`src/rtl/upper_stream_arbiter.sv`:
```
// upper_stream_arbiter
// Two byte-stream requesters share one lowercase-to-uppercase converter.
// Whole strings are granted round-robin: IDLE picks an owner, LOCK streams
// that owner's bytes into a single registered, back-pressurable output stage
// until its last byte is accepted.
// Optional build macro: UPPER_STATS_EN adds the str_count / conv_count
// statistics counters and their ports.
module upper_stream_arbiter #(
    parameter int CNT_W = 16
) (
    input  logic             clk,
    input  logic             rst_n,
    input  logic [1:0]       in_valid,
    input  logic [15:0]      in_data,
    input  logic [1:0]       in_last,
    output logic [1:0]       in_ready,
    output logic             out_valid,
    output logic [7:0]       out_data,
    output logic             out_last,
    output logic             out_id,
    input  logic             out_ready,
    output logic             busy
`ifdef UPPER_STATS_EN
    ,
    output logic [CNT_W-1:0] str_count,
    output logic [CNT_W-1:0] conv_count
`endif
);

    typedef enum logic {
        S_IDLE = 1'b0,
        S_LOCK = 1'b1
    } state_t;

    // Arbitration state
    state_t      r_state;
    state_t      w_state_nxt;
    logic        r_owner;
    logic        w_owner_nxt;
    logic        r_prio;
    logic        w_prio_nxt;

    // Output stage registers
    logic        r_vld_p1;
    logic [7:0]  r_data_p1;
    logic        r_last_p1;
    logic        r_id_p1;

    // Owner-selected input view
    logic        w_slot_free;
    logic        w_req;
    logic [7:0]  w_byte;
    logic        w_last;
    logic        w_accept;

    // True for 'a'..'z'
    function automatic logic is_lower(input logic [7:0] b);
        return (b >= 8'd97) && (b <= 8'd122);
    endfunction

    // Lowercase letters drop by 32; every other byte passes unchanged
    function automatic logic [7:0] to_upper(input logic [7:0] b);
        return is_lower(b) ? (b - 8'd32) : b;
    endfunction

    // Select the owner's byte lane and decide whether it transfers this cycle
    always_comb begin
        w_slot_free = !r_vld_p1 || out_ready;
        w_req       = r_owner ? in_valid[1] : in_valid[0];
        w_byte      = r_owner ? in_data[15:8] : in_data[7:0];
        w_last      = r_owner ? in_last[1] : in_last[0];
        w_accept    = (r_state == S_LOCK) && w_req && w_slot_free;
    end

    // Arbitration state register
    always_ff @(posedge clk or negedge rst_n) begin
        if (!rst_n) begin
            r_state <= S_IDLE;
            r_owner <= 1'b0;
            r_prio  <= 1'b0;
        end else begin
            r_state <= w_state_nxt;
            r_owner <= w_owner_nxt;
            r_prio  <= w_prio_nxt;
        end
    end

    // Next-state logic: grant in IDLE (no byte taken that cycle), release on last byte
    always_comb begin
        w_state_nxt = r_state;
        w_owner_nxt = r_owner;
        w_prio_nxt  = r_prio;
        in_ready    = 2'b00;
        unique case (r_state)
            S_IDLE: begin
                if (in_valid != 2'b00) begin
                    // On contention the favoured channel wins; otherwise the lone requester
                    w_owner_nxt = (in_valid == 2'b11) ? r_prio : in_valid[1];
                    w_state_nxt = S_LOCK;
                end
            end
            S_LOCK: begin
                in_ready = r_owner ? {w_slot_free, 1'b0} : {1'b0, w_slot_free};
                if (w_accept && w_last) begin
                    w_state_nxt = S_IDLE;
                    w_prio_nxt  = ~r_owner;
                end
            end
            default: begin
                w_state_nxt = S_IDLE;
            end
        endcase
    end

    // Output stage: load on accept, otherwise drop valid once drained; hold under stall
    always_ff @(posedge clk or negedge rst_n) begin
        if (!rst_n) begin
            r_vld_p1  <= 1'b0;
            r_data_p1 <= 8'd0;
            r_last_p1 <= 1'b0;
            r_id_p1   <= 1'b0;
        end else if (w_accept) begin
            r_vld_p1  <= 1'b1;
            r_data_p1 <= to_upper(w_byte);
            r_last_p1 <= w_last;
            r_id_p1   <= r_owner;
        end else if (r_vld_p1 && out_ready) begin
            r_vld_p1  <= 1'b0;
        end
    end

`ifdef UPPER_STATS_EN
    logic [CNT_W-1:0] r_str_cnt;
    logic [CNT_W-1:0] r_conv_cnt;

    // Statistics: completed strings and altered bytes, both free-running and wrapping
    always_ff @(posedge clk or negedge rst_n) begin
        if (!rst_n) begin
            r_str_cnt  <= '0;
            r_conv_cnt <= '0;
        end else if (w_accept) begin
            if (w_last) begin
                r_str_cnt <= r_str_cnt + 1'b1;
            end
            if (is_lower(w_byte)) begin
                r_conv_cnt <= r_conv_cnt + 1'b1;
            end
        end
    end

    assign str_count  = r_str_cnt;
    assign conv_count = r_conv_cnt;
`endif

    assign out_valid = r_vld_p1;
    assign out_data  = r_data_p1;
    assign out_last  = r_last_p1;
    assign out_id    = r_id_p1;
    assign busy      = (r_state == S_LOCK);

endmodule

```
`config.mk`:
```
export PLATFORM = sky130hd
export DESIGN_NAME = upper_stream_arbiter
export DESIGN_NICKNAME = d
export VERILOG_FILES = /design/src/rtl/upper_stream_arbiter.sv
export SDC_FILE = /design/constraint.sdc
export NUM_CORES = 1
export LEC_CHECK = 0
export CAP_MARGIN = 20
export CORE_UTILIZATION = 37
export DETAILED_ROUTE_END_ITERATION = 6
export HOLD_SLACK_MARGIN = 0.06
export PLACE_DENSITY = 0.77
export SLEW_MARGIN = 5
export SYNTH_ARGS = -nofsm -noshare
export SYNTH_HDL_FRONTEND = slang
export SYNTH_SLANG_ARGS = --single-unit
```
`constraint.sdc`:
```
create_clock -name clk -period 1.3 [get_ports clk]
set_input_delay 0.26 -clock clk [delete_from_list [all_inputs] [get_ports clk]]
set_output_delay 0.26 -clock clk [all_outputs]
set_load 0.02 [all_outputs]
```
# Yosys cells after proc, flatten, opt, wreduce, memory -nomap -nowiden
# Cells that the tools add are included.
[op_classes] n_eq_ne=1 reduce_logical=11 muxes=12 n_bitwise=2 n_addsub=1 n_lt_le_gt_ge=2
[op_table] cell="two-way mux 8 bit" n=2
[op_table] cell="greater-or-equal comparator 8 x 7 -> 1 bit, second input constant" n=1
[op_table] cell="<= comparator 8 x 7 -> 1 bit, second input constant" n=1
[op_table] cell="subtractor 8 x 6 -> 8 bit, second input constant" n=1
[op_table] cell="two-way mux 1 bit" n=7
[op_table] cell="logical AND 1 bit" n=5
[op_table] cell="two-way mux 2 bit" n=2
[op_table] cell="AND reduction 2 bit" n=2
[op_table] cell="nonzero test 2 bit" n=2
[op_table] cell="== test 2 bit, second input constant" n=1
[op_table] cell="NOT 1 bit" n=2
[op_table] cell="case mux 1 bit (2 select lines)" n=1
[op_table] cell="logical NOT 1 bit" n=1
[op_table] cell="logical OR 1 bit" n=1
[word_totals] reg_bits=14 output_inout_bits=14

# Depth between registers and ports, before layout
# Gate-level depths: netlist (run 1).
[logic_depth] ltp_word=6 ltp_mapped=5

# Worst setup path after synthesis (run 1)
# No wires, ideal clock.
[synth_path] path_kind="flip-flop to flip-flop" start="register r_owner" end="register r_prio" t_arrival_ns=1.225 setup_ns=0.122 n_path_buf=1 period_less_slack_ns=1.347 path_slack_ns=-0.047 path_stages_with_launch=6 cell_sequence="dfrtp_1 > mux2_4 > and3_4 > buf_6 > a21oi_1 > o2bb2ai_1"
[synth_between] elab_chain_cells=5
[synth_rtl] element="start: declaration" line_no="38" rtl="logic r_owner;"
[synth_rtl] element="start signal: assignment" line_no="83" rtl="r_owner <= w_owner_nxt;"
[synth_rtl] element="two-way mux 1 bit" line_no="69" rtl="w_req = r_owner ? in_valid[1] : in_valid[0];"
[synth_rtl] element="logical AND 1 bit (2 in a row)" line_no="72" rtl="w_accept = (r_state == S_LOCK) && w_req && w_slot_free;"
[synth_rtl] element="logical AND 1 bit" line_no="104" rtl="if (w_accept && w_last) begin"
[synth_rtl] element="AND reduction 2 bit (no line)"
[synth_rtl] element="end signal: assignment" line_no="84" rtl="r_prio <= w_prio_nxt;"
[synth_rtl] element="end: declaration" line_no="40" rtl="logic r_prio;"
# Several ways; a longest one is shown, not always the timed one.
# A chain may end at the register's enable or synchronous reset.

# Worst setup path after layout (run 1)
[layout_path] start="register r_owner" end="register r_data_p1[5] (netlist: out_data[5])"
[layout_between] elab_chain_cells=4
[layout_rtl] element="two-way mux 8 bit" line_no="70" rtl="w_byte = r_owner ? in_data[15:8] : in_data[7:0];"
[layout_rtl] element="greater-or-equal comparator 8 x 7 -> 1 bit or <= comparator 8 x 7 -> 1 bit (tied branches)" line_no="58" rtl="return (b >= 8'd97) && (b <= 8'd122);"
[layout_rtl] element="logical AND 1 bit" line_no="58"
[layout_rtl] element="two-way mux 8 bit" line_no="63" rtl="return is_lower(b) ? (b - 8'd32) : b;"
[layout_rtl] element="end signal: assignment" line_no="124" rtl="r_data_p1 <= to_upper(w_byte);"
[layout_rtl] element="end: declaration" line_no="45" rtl="logic [7:0] r_data_p1;"
# Several ways; a longest one is shown, not always the timed one.

==> results of run 1 <==
[power by group through the flow]
stage / logic [W] / clock network, W / registers [W]
finish: 0.00196 / 0.000314 / 0.000794
global route: 0.00212 / 0.000343 / 0.000827
CTS: 0.00182 / 0.000322 / 0.000783
detailed placement: 0.00182 / 0 / 0.000778
global placement: 0.00177 / 0 / 0.000766
floorplan: 0.000783 / 0 / 0.00101
[cells by family (layout without fill, tap and decap cells)]
logic type | Yosys count | count (layout) | synth area share (%)
flops | 14 | 14 | 42.0
buf+inv | 5 | 63 | 4.35
simple gates | 28 | 28 | 19.9
mux | 11 | 11 | 14.1
fa+ha+maj | 1 | 1 | 1.50
compound gates | 22 | 22 | 18.1
[cells in the mapped netlist]
library cell	count	area [µm²]
dfrtp_1	14	350
and2b_2	1	8.76
a21o_1	1	7.51
o211ai_1	1	7.51
nand3_2	1	10.0
and3_4	1	11.3
nor2_1	5	18.8
inv_1	1	3.75
o2bb2ai_1	1	8.76
a21oi_1	4	20.0
o21ai_1	6	30.0
nor3_1	2	10.0
mux2i_1	8	80.1
nand4b_4	1	23.8
o21a_1	1	7.51
a211oi_1	1	7.51
a31oi_1	2	12.5
nor4b_1	1	8.76
nor4_1	1	6.26
buf_6	2	22.5
mux2_1	2	22.5
nand4bb_1	1	11.3
a21o_2	1	8.76
nand2b_1	1	6.26
a32oi_1	1	8.76
a22o_1	1	8.76
mux2_4	1	15.0
ha_1	1	12.5
buf_2	2	10.0
a221oi_2	1	15.0
nand2_1	12	45.0
and3_1	1	6.26
o2111ai_1	1	8.76
[critical path, stage by stage (launching register included)]
cell	delay, ns
dfrtp_1	0.42
buf_6	0.13
nand4bb_4	0.18
a221oi_2	0.28
a32oi_2	0.17
a22o_1	0.20
[area by class of cell]
type | instances | area share, %
clock buffer | 4 | 2.44
tap | 27 | 2.27
multi-input combinational | 62 | 36.1
timing repair buffer | 58 | 35.4
inverter | 1 | 0.253
sequential | 14 | 23.6
[state kept, by name, indices dropped and copies added, names as in the netlist]
| register | count |
|---|---|
| out_id | 1 |
| out_valid | 1 |
| out_data | 8 |
| r_owner | 1 |
| r_prio | 1 |
| busy | 1 |
| out_last | 1 |
[metal layers]
| layer | track usage [%] | vias to the layer above | wire length (µm) | part of all wire (%) |
|---|---|---|---|---|
| met3 | 7.72 | 2 | 133 | 5.9 |
| met5 | 0 | - | 0 | 0 |
| met2 | 37.9 | 28 | 1160 | 52 |
| li1 | - | 418 | - | - |
| met1 | 23.6 | 385 | 935 | 42 |
| met4 | 4.29 | 0 | 8 | 0.36 |
[stage by stage]
step                instances  power (W)  setup slack [ns]
floorplan                  81    0.00179           -0.0474
global placement          159    0.00254            -0.556
detailed placement        159    0.00259            -0.591
CTS                       165    0.00293            -0.206
global route              166    0.00329            -0.286
finish                    166    0.00307            -0.208
[what timing repair did]
action | in CTS | in global routing
endpoints found under the setup margin | 26 | 18
buffers inserted | 2 | 1
gates resized for setup | 35 | 16
pin swaps | 7 | 4
[final timing paths]
path,from,endpoint,slack (ns),cells after the start
worst min register to register,out_last,out_last,0.48,1
worst max-delay path,r_owner,out_data[5],-0.21,5
worst max register to register,r_owner,out_data[5],-0.21,5
max in group asynchronous,rst_n,out_data[3],0.86,2
worst min-delay path,rst_n,out_valid,0.28,2
min in group clk,out_last,out_last,0.48,1
==> results.toml, run 1 <==
[cts]
h-tree-depth = 1
cts_tree = "yes"
clock_latency_ns = 0.28
cts_sinks = 14
cts_hold_buf = 0
cts_buffers = 3
cts_root_buf = "clkbuf_4"
cts_max_path_buffers = 2
clk_pin_slew_ns = 0.09

[placement]
port_buffers = 36
dp_hpwl_um = 1690
place_congestion = 0.774
dpl_cell_area_mm2 = 0.00134

[grt]
grt_max_degree = 15
overflow = 0
grt.total_usage_pct = 21.0
grt_pass1_wl_um = 3830
grt_pass1_vias = 877
antenna_found_initial = 0

[floorplanning]
start_util_pct = 40.9
die-height_um = 49.5
die_w_um = 49.5
num_rows = 16
io-pin-count = 37
die-area_mm2 = 0.00245
core_area_mm2 = 0.00204

[setup_path]
crit_type = "reg -> reg"
path_max_fanout = 3
cp-start-kind = "register"
cp.required_ns = 1.48
cp-end-kind = "register"
cp.arrival_ns = 1.69

[logic_synthesis]
ys_types = 33
ys_seq_elements = 14
yosysWarnings = 0
syn_inst = 81
synth_area_um2 = 835
syn-num-nets = 105
yosysSeqAreaShare_pct = 42.0
syn_area_per_cell_um2 = 10.3

[final_layout]
multi_input_area_um2 = 537
fin_util_pct = 72.8
final_nets = 164
design_area_mm2 = 0.00149
regArea_um2 = 350
area_growth_pct = 78.1
final_common_cell = "clkdlybuf4s50_1"
fillers = 156
final_cell_mix = "clkdlybuf4s50_1 (21), buf_4 (17), dfrtp_1 (14)"
drive_gt1_share_pct = 33.8
antennaDiodeCount = 0

[timing]
final-setup-viol-count = 13
grt_setup_unrepaired = "yes"
worst_pin_slew_ns = 0.244
fmax_mhz = 663
fin_setup_tns_ns = -1.58
skew_ns = 0.00535
min_period_ns = 1.51
relSlewSlack_pct = 83.2
finalCritPeriodShare_pct = 116
setup_slack_ns = -0.208
final-max-slew-violation-count = 0
timing_hold_violations_final = 0
whs_ns = 0.277

[pwr]
vdd_drop_max_v = 0.00192
internal_power_w = 0.00182
comb_power_share_pct = 63.9
p_sw_share_pct = 40.7
power.density_mw_per_mm2 = 2060
switchingPower_w = 0.00125
clkPwrFrac_pct = 10.2
p_leak_nw = 0.687
pwr-share-seq_pct = 25.9

[route]
ant_nets = 0
first_pass_iters = 3
routed_via_density = 5.02
routedWlPerCell_um = 13.5
wl_um = 2240
drc = 0
vias = 833
drt_iter0_markers = 10

[flow_run]
cap_violations = 0

[run_status]
outcome = "finished with violations"
violations = "negative setup slack"

[hold_path]
min_path_type = "in -> async"
No activity file was read; power rests on OpenSTA's default activity.
==> inputs of run 2 (changes only) <==
--- a/config.mk
+++ b/config.mk
@@ -5,6 +5,7 @@
 export SDC_FILE = /design/constraint.sdc
 export NUM_CORES = 1
 export LEC_CHECK = 0
+export ABC_CLOCK_PERIOD_IN_PS = 1300
 export CAP_MARGIN = 20
 export CORE_UTILIZATION = 37
 export DETAILED_ROUTE_END_ITERATION = 6
==> results of run 2 <==
No change in the layout: final DEF, timing and power equal those of run 1.
